### src/rtl/ecdsa_pkg.sv
// Shared definitions for the ECDSA signing job sequencer: FSM state encoding,
// result status codes and default data widths.
package ecdsa_pkg;

  localparam int unsigned MSG_W_DEF = 512;
  localparam int unsigned SIG_W_DEF = 233;

  localparam logic STATUS_OK      = 1'b0;
  localparam logic STATUS_TIMEOUT = 1'b1;

  typedef enum logic [2:0] {
    S_IDLE,
    S_LAUNCH,
    S_WAIT,
    S_RECOVER,
    S_EMIT
  } state_e;

endpackage

### src/rtl/sync_fifo.sv
// Synchronous circular-buffer FIFO with occupancy count.
// Ports: clk/rst (sync, active-high), push/wdata, pop, head (entry at read
// pointer), full, empty, count.
// Push while full and pop while empty are ignored.
module sync_fifo #(
  parameter  int unsigned W     = 8,
  parameter  int unsigned DEPTH = 4,
  localparam int unsigned PTR_W = $clog2(DEPTH),
  localparam int unsigned CNT_W = PTR_W + 1
) (
  input  logic             clk,
  input  logic             rst,
  input  logic             push,
  input  logic [W-1:0]     wdata,
  input  logic             pop,
  output logic [W-1:0]     head,
  output logic             full,
  output logic             empty,
  output logic [CNT_W-1:0] count
);

  logic [W-1:0]     mem_q [DEPTH];
  logic [PTR_W-1:0] wr_q, rd_q;
  logic [CNT_W-1:0] count_q;
  logic             do_push, do_pop;

  assign do_push = push && !full;
  assign do_pop  = pop && !empty;

  // Storage needs no reset: the pointers and count define validity.
  always_ff @(posedge clk) begin
    if (do_push) mem_q[wr_q] <= wdata;
  end

  always_ff @(posedge clk) begin
    if (rst) begin
      wr_q    <= '0;
      rd_q    <= '0;
      count_q <= '0;
    end else begin
      if (do_push) wr_q <= wr_q + PTR_W'(1);
      if (do_pop)  rd_q <= rd_q + PTR_W'(1);
      count_q <= count_q + CNT_W'(do_push) - CNT_W'(do_pop);
    end
  end

  assign head  = mem_q[rd_q];
  assign count = count_q;
  assign full  = (count_q == CNT_W'(DEPTH));
  assign empty = (count_q == '0);

endmodule

### src/rtl/ecdsa_sign_seq.sv
// Job sequencer in front of the ecdsa_sign core: queues tagged messages,
// launches them one at a time, collects u/v with status, and resets the core
// after a watchdog timeout.
// Ports: in_* message stream (valid/ready, tag of accepted beat), core_*
// core control/result, res_* result stream (valid/ready), busy, pending.
module ecdsa_sign_seq
  import ecdsa_pkg::*;
#(
  parameter  int unsigned MSG_W   = MSG_W_DEF,
  parameter  int unsigned SIG_W   = SIG_W_DEF,
  parameter  int unsigned DEPTH   = 4,
  parameter  int unsigned TAG_W   = 4,
  parameter  int unsigned TIMEOUT = 20000,
  parameter  int unsigned RST_CYC = 4,
  localparam int unsigned CNT_W   = $clog2(DEPTH) + 1
) (
  input  logic             clk,
  input  logic             rst,
  input  logic             in_valid,
  output logic             in_ready,
  input  logic [MSG_W-1:0] in_msg,
  output logic [TAG_W-1:0] in_tag,
  output logic             core_nrst,
  output logic             core_start,
  output logic [MSG_W-1:0] core_msg,
  input  logic             core_done,
  input  logic [SIG_W-1:0] core_u,
  input  logic [SIG_W-1:0] core_v,
  output logic             res_valid,
  input  logic             res_ready,
  output logic [SIG_W-1:0] res_u,
  output logic [SIG_W-1:0] res_v,
  output logic [TAG_W-1:0] res_tag,
  output logic             res_status,
  output logic             busy,
  output logic [CNT_W-1:0] pending
);

  localparam int unsigned WD_W = (TIMEOUT > 1) ? $clog2(TIMEOUT) : 1;
  localparam int unsigned RC_W = (RST_CYC > 1) ? $clog2(RST_CYC) : 1;

  state_e             state_q, state_d;
  logic [TAG_W-1:0]   tag_q, tag_d, job_tag_q, job_tag_d, res_tag_q, res_tag_d;
  logic [MSG_W-1:0]   core_msg_q, core_msg_d;
  logic [WD_W-1:0]    wd_q, wd_d;
  logic [RC_W-1:0]    rc_q, rc_d;
  logic [SIG_W-1:0]   res_u_q, res_u_d, res_v_q, res_v_d;
  logic               res_status_q, res_status_d;
  logic               start_q, res_valid_q, busy_q, nrst_q;

  logic               fifo_push, fifo_pop, fifo_full, fifo_empty;
  logic [MSG_W+TAG_W-1:0] fifo_head;

  assign fifo_push = in_valid && in_ready;

  sync_fifo #(.W(MSG_W + TAG_W), .DEPTH(DEPTH)) u_fifo (
    .clk   (clk),
    .rst   (rst),
    .push  (fifo_push),
    .wdata ({tag_q, in_msg}),
    .pop   (fifo_pop),
    .head  (fifo_head),
    .full  (fifo_full),
    .empty (fifo_empty),
    .count (pending)
  );

  // Next-state and datapath updates.
  always_comb begin
    state_d      = state_q;
    tag_d        = fifo_push ? tag_q + TAG_W'(1) : tag_q;
    job_tag_d    = job_tag_q;
    core_msg_d   = core_msg_q;
    wd_d         = wd_q;
    rc_d         = rc_q;
    res_u_d      = res_u_q;
    res_v_d      = res_v_q;
    res_tag_d    = res_tag_q;
    res_status_d = res_status_q;
    fifo_pop     = 1'b0;
    case (state_q)
      S_IDLE: begin
        if (!fifo_empty) begin
          fifo_pop   = 1'b1;
          core_msg_d = fifo_head[MSG_W-1:0];
          job_tag_d  = fifo_head[MSG_W +: TAG_W];
          state_d    = S_LAUNCH;
        end
      end
      S_LAUNCH: begin
        wd_d    = '0;
        state_d = S_WAIT;
      end
      S_WAIT: begin
        wd_d = wd_q + WD_W'(1);
        // wd_q == 0 marks the first WAIT cycle, where core_done is not trusted.
        if (core_done && (wd_q != '0)) begin
          res_u_d      = core_u;
          res_v_d      = core_v;
          res_tag_d    = job_tag_q;
          res_status_d = STATUS_OK;
          state_d      = S_EMIT;
        end else if ((TIMEOUT != 0) && (wd_q == WD_W'(TIMEOUT - 1))) begin
          res_u_d      = '0;
          res_v_d      = '0;
          res_tag_d    = job_tag_q;
          res_status_d = STATUS_TIMEOUT;
          rc_d         = RC_W'(RST_CYC - 1);
          state_d      = S_RECOVER;
        end
      end
      S_RECOVER: begin
        if (rc_q == '0) state_d = S_EMIT;
        else            rc_d    = rc_q - RC_W'(1);
      end
      S_EMIT: begin
        if (res_ready) state_d = S_IDLE;
      end
      default: state_d = S_IDLE;
    endcase
  end

  // State register; strobes are decoded from the next state so they align
  // with the state they describe.
  always_ff @(posedge clk) begin
    if (rst) begin
      state_q      <= S_IDLE;
      tag_q        <= '0;
      job_tag_q    <= '0;
      core_msg_q   <= '0;
      wd_q         <= '0;
      rc_q         <= '0;
      res_u_q      <= '0;
      res_v_q      <= '0;
      res_tag_q    <= '0;
      res_status_q <= STATUS_OK;
      start_q      <= 1'b0;
      res_valid_q  <= 1'b0;
      busy_q       <= 1'b0;
      nrst_q       <= 1'b1;
    end else begin
      state_q      <= state_d;
      tag_q        <= tag_d;
      job_tag_q    <= job_tag_d;
      core_msg_q   <= core_msg_d;
      wd_q         <= wd_d;
      rc_q         <= rc_d;
      res_u_q      <= res_u_d;
      res_v_q      <= res_v_d;
      res_tag_q    <= res_tag_d;
      res_status_q <= res_status_d;
      start_q      <= (state_d == S_LAUNCH);
      res_valid_q  <= (state_d == S_EMIT);
      busy_q       <= (state_d != S_IDLE);
      nrst_q       <= (state_d != S_RECOVER);
    end
  end

  assign in_ready   = !fifo_full;
  assign in_tag     = tag_q;
  // The core is also held in reset while the sequencer itself is in reset.
  assign core_nrst  = nrst_q && !rst;
  assign core_start = start_q;
  assign core_msg   = core_msg_q;
  assign res_valid  = res_valid_q;
  assign res_u      = res_u_q;
  assign res_v      = res_v_q;
  assign res_tag    = res_tag_q;
  assign res_status = res_status_q;
  assign busy       = busy_q;

endmodule
### config.mk
export PLATFORM = sky130hd
export DESIGN_NAME = ecdsa_sign_seq
export DESIGN_NICKNAME = d
export VERILOG_FILES = /design/src/rtl/ecdsa_pkg.sv /design/src/rtl/sync_fifo.sv /design/src/rtl/ecdsa_sign_seq.sv
export SDC_FILE = /design/constraint.sdc
export NUM_CORES = 2
export LEC_CHECK = 0
export BUFFER_PORTS_ARGS = -buffer_cell sky130_fd_sc_hd__buf_4
export CAP_MARGIN = 20
export CELL_PAD_IN_SITES_DETAIL_PLACEMENT = 0
export CELL_PAD_IN_SITES_GLOBAL_PLACEMENT = 1
export CORE_AREA = 5 5 766 768
export CTS_CLUSTER_DIAMETER = 40
export DETAILED_ROUTE_END_ITERATION = 16
export DIE_AREA = 0 0 771 773
export PLACE_DENSITY = 0.41
export SLEW_MARGIN = 20
export SYNTH_ARGS = -nofsm -noshare
export SYNTH_HDL_FRONTEND = slang
export SYNTH_HIERARCHICAL = 1
export SYNTH_SLANG_ARGS = --single-unit
### constraint.sdc
create_clock -name clk -period 23.1 [get_ports clk]
set_input_delay 3.465 -clock clk [delete_from_list [all_inputs] [get_ports clk]]
set_output_delay 3.465 -clock clk [all_outputs]
set_load 0.03 [all_outputs]
==> results.md <==
* Vias after detailed routing at 75540
* Primary flip-flop cell chosen by synthesis mapping: sky130_fd_sc_hd__edfxtp_1
* Number of detailed-route iterations in the first pass at 5
* Number of distinct library cells after synthesis at 60
* Share of cell area taken by muxes after synthesis at about a tenth
* Placement Rows at between 200 and 300
* Endpoint arrival time on the critical path at 4.39 ns
* Pwr/cell area at 139.0 mW/mm²
* Via density at 4.319
* Total of flip-flops plus latches after synthesis at 3088
* IO Pins at 1978
* Critical path launch point type: input port
* Die Outline Area at 0.5960 mm²
* Bufs and invs on worst path at 2
* Unrepaired setup endpoints after global routing: false
* Number of levels the H-tree was split into at 6
* Share of the clock period used by the worst path at 34.00%
* Number of buffers added by the clock tree synthesis step at 600
* Deepest clock path buffer count at 4
* Number of antenna violations at the first check in global routing at 317
* Run status: finished, final reports clean
* Cell type with the largest total area after synthesis: sky130_fd_sc_hd__edfxtp_1
* Filler cell count in the final layout at 59510
* Post CTS Setup Buffer Count at 0
* # port buffers at 1977
* Type of destination of the critical path: output port
* Clock latency of the later-clocked register in the worst-skew pair at 1.09 ns
* Synthesized netlist net count at 8001
* Maximum Capacitance Violations at 0
* ANT nets after route at 0
* Peak Freq at 127.3 MHz
* Core region area at 0.5795 mm²
* Vert. Die Dim at 773 µm
* Final hold vios at 0
* Worst ir drop on vdd at 161.0 µV
* Violation count after the first detailed-routing iteration at 5566
* Avg WL per Cell at about 35 µm
* Clock transition at the registers of the reported paths at 0.04 ns
* Pin count of the biggest net entering global routing at between 150 and 200
* Setup total negative slack at 0 ns
* Ys Warns at 6
* Kind of critical path: input port to output port
* Setup slack of the worst register-to-register path at 17.65 ns
* Layout Nets at 10100
* Final setup fails at 0
* Aggregate global-route resource usage at 19.69%
* Library cell used as clock root buffer: sky130_fd_sc_hd__clkbuf_16
* Crit-path max FO at 23
* Detailed-route wire length at 609.3 mm
* Worst Skew at 0.1133 ns
* Wire length of the first global-routing pass at 787.4 mm
* Width of the chip at 771 µm
* Hold Path Class: flop to flop
* Total congestion overflow after global routing at 0
* Adder-Cell Fraction of Synth Area at 0.1296%
* Number of global-route vias before repair at between 70000 and 80000
* Fraction of final layout cells sized beyond drive strength 1 at 39.19%
* Async S/R FF share, synth at 0%
* Final worst slack at between 15 and 20 ns
* Post-cts repair resize count at 0
* Area fraction in compound gates after synthesis at 7.971%
* Number of enable flip-flop cells after synthesis at 2064
* Sequential area share after synthesis at 73.63%
* Cell type of the slowest stage on the worst timing path: sky130_fd_sc_hd__nor2b_1
* Placer congestion estimate at about 0.95
* Count of mapped cells out of synthesis at 7007
* Cell types occupying the most area after synthesis: sky130_fd_sc_hd__edfxtp_1, sky130_fd_sc_hd__dfxtp_1, sky130_fd_sc_hd__mux4_2
* Main combinational cell family by area after synthesis: multiplexers
* Post-Syn Area per Cell at 15.99 µm²
* Post-Route Hold Slack at ~0.45 ns
* Area fraction of the dominant cell type after synthesis at between 50% and 60%
* Data required time of the critical path at 19.64 ns
* Basic-gate share of the synthesized area counting and, or, nand and nor cells at under 10%
* Time the final worst path needs with I/O delays and setup at 7.854 ns
* Number of clock sinks at between 3000 and 4000
* Max stage delay on crit path at 0.41 ns
* Cell breakdown of the critical path: buf_8, nor2b_1, buf_4
* Synthesis-to-finish area growth at 39.95%
* Max-slew violation total from the final report at 0
* Starting utilization of the core area at 19.33%
* Cell Area, Synth at 0.1120 mm²
* Worst Max-Slew Pin Slew at 1.191 ns
* Post-Place Setup Slack at about 14 ns
* Number of DRC violations after detailed routing at 0
* Slew margin rel. at 20.58%
* Xor/xnor share of the synthesized area at 0.03910%
* Largest delay share family, worst path: buffers and inverters
* Leakage at around 0.054 µW
* Final core utilization at a little over a quarter
* Final HPWL DP at 451.4 mm
* CTS tree: yes
* Number of buffers inserted by hold repair at cts at 0
sequential cells by signal, indices dropped and copies added (netlist names), 2 cells and up, named ones only:
signal / cells
u_fifo/mem_q: 2064
core_msg: 512
res_u: 233
res_v: 233
wd_q: 15
in_tag: 4
job_tag_q: 4
res_tag: 4
state_q: 3
u_fifo/count: 3
rc_q: 2
u_fifo/rd_q: 2
u_fifo/wr_q: 2
worst reg2reg max path: cells and delay by family, from the launching register on:
family                 cells  cell delay, ns
AO/OA/AOI/OAI              2            0.56
buffers and inverters      4            3.71
flip-flops                 1            0.56
AND/OR/NAND/NOR            1            0.58
power breakdown:
part / total, µW / internal, µW / switching [µW]
sequential: 7320 / 6800 / 522
combinational: 5370 / 1670 / 3700
clock: 9090 / 5880 / 3210
total: 21800 / 14400 / 7430
stage by stage:
stage / cells / total power (µW) / area [µm²]
finish: 17490 / 21790 / 156800
global route: 17430 / 22740 / 156600
CTS: 17380 / 22240 / 156500
detailed placement: 16260 / 13010 / 135000
global placement: 16260 / 12980 / 135000
floorplan: 7007 / 10580 / 112000
cells in the final DEF, fill, tap and decap left out, types with 8 or more instances in the layout:
master	count
sky130_fd_sc_hd__diode_2	111
sky130_fd_sc_hd__inv_1	15
sky130_fd_sc_hd__o221a_2	149
sky130_fd_sc_hd__o221ai_1	299
sky130_fd_sc_hd__o21ai_0	8
sky130_fd_sc_hd__clkinv_2	84
sky130_fd_sc_hd__clkbuf_16	604
sky130_fd_sc_hd__clkinv_4	35
sky130_fd_sc_hd__nand2_1	1044
sky130_fd_sc_hd__clkinv_1	39
sky130_fd_sc_hd__clkbuf_8	52
sky130_fd_sc_hd__ha_1	10
sky130_fd_sc_hd__edfxtp_1	2064
sky130_fd_sc_hd__clkinv_16	37
sky130_fd_sc_hd__dfxtp_1	1022
sky130_fd_sc_hd__clkbuf_1	86
sky130_fd_sc_hd__buf_12	15
sky130_fd_sc_hd__buf_4	2070
sky130_fd_sc_hd__o221a_1	18
sky130_fd_sc_hd__bufinv_16	75
sky130_fd_sc_hd__nor3_1	8
sky130_fd_sc_hd__clkinv_8	10
sky130_fd_sc_hd__inv_16	10
sky130_fd_sc_hd__nand3_1	304
sky130_fd_sc_hd__inv_6	27
sky130_fd_sc_hd__mux4_2	516
sky130_fd_sc_hd__nor2_1	24
sky130_fd_sc_hd__a21oi_1	829
sky130_fd_sc_hd__clkinvlp_4	54
sky130_fd_sc_hd__nand2b_1	12
final cells by class:
type                    instances  area, µm²  share of cell area (%)
repair buffers               2089      15890                   10.14
flip-flops and latches       3088      82490                   52.62
diodes                        111      277.8                  0.1772
clock buffers                 742      16150                   10.30
clock inverters               374       5265                   3.359
well taps                    7755       9703                   6.190
multi-input cells            3315      26920                   17.17
inverters                      16      67.56                 0.04310
per-layer routing:
metal | up-vias | part of all wire [%] | global-route usage [%]
li1 | 31860 | - | -
met3 | 1233 | 7.7 | 6.405
met5 | - | 0.17 | 0
met2 | 3038 | 50 | 34.23
met1 | 39240 | 36 | 21.19
met4 | 168 | 5.9 | 10.51
path summary, 6_finish.rpt:
| path | from | to | cells past startpoint |
|---|---|---|---|
| hold reg to reg | core_msg[171] | core_msg[171] | 2 |
| setup / recovery | rst | core_nrst | 3 |
| setup reg to reg | state_q[0] | res_u[119] | 7 |
| hold / removal | core_msg[171] | core_msg[171] | 2 |
cell usage after synthesis (all sizes together) (3+ instances only):
master  count
a31oi       4
o221a     167
mux2        3
nand2b     12
o31ai       3
nand3     305
mux4      516
a21oi     829
xor2        4
edfxtp   2064
ha         10
dfxtp    1024
nor3        8
or3         5
nor4        6
inv        15
or4         5
or3b        3
clkbuf    400
nor3b       4
nor2b       4
nand4       6
and2        6
o221ai    299
nand2    1046
nor2       24
mux2i       6
o21ai       8
buf       188
kinds of logic (layout without fill, tap and decap cells):
family          count (synthesis)  in the layout
fa+ha+maj                      11             11
simple gates                 1443           1443
compound gates               1331           1331
buf+inv                       604           3221
xor+xnor                        5              5
mux                           525            525
other cells                     0            111
flops                        3088           3088
Note: power is estimated with default switching activity, not from simulation.
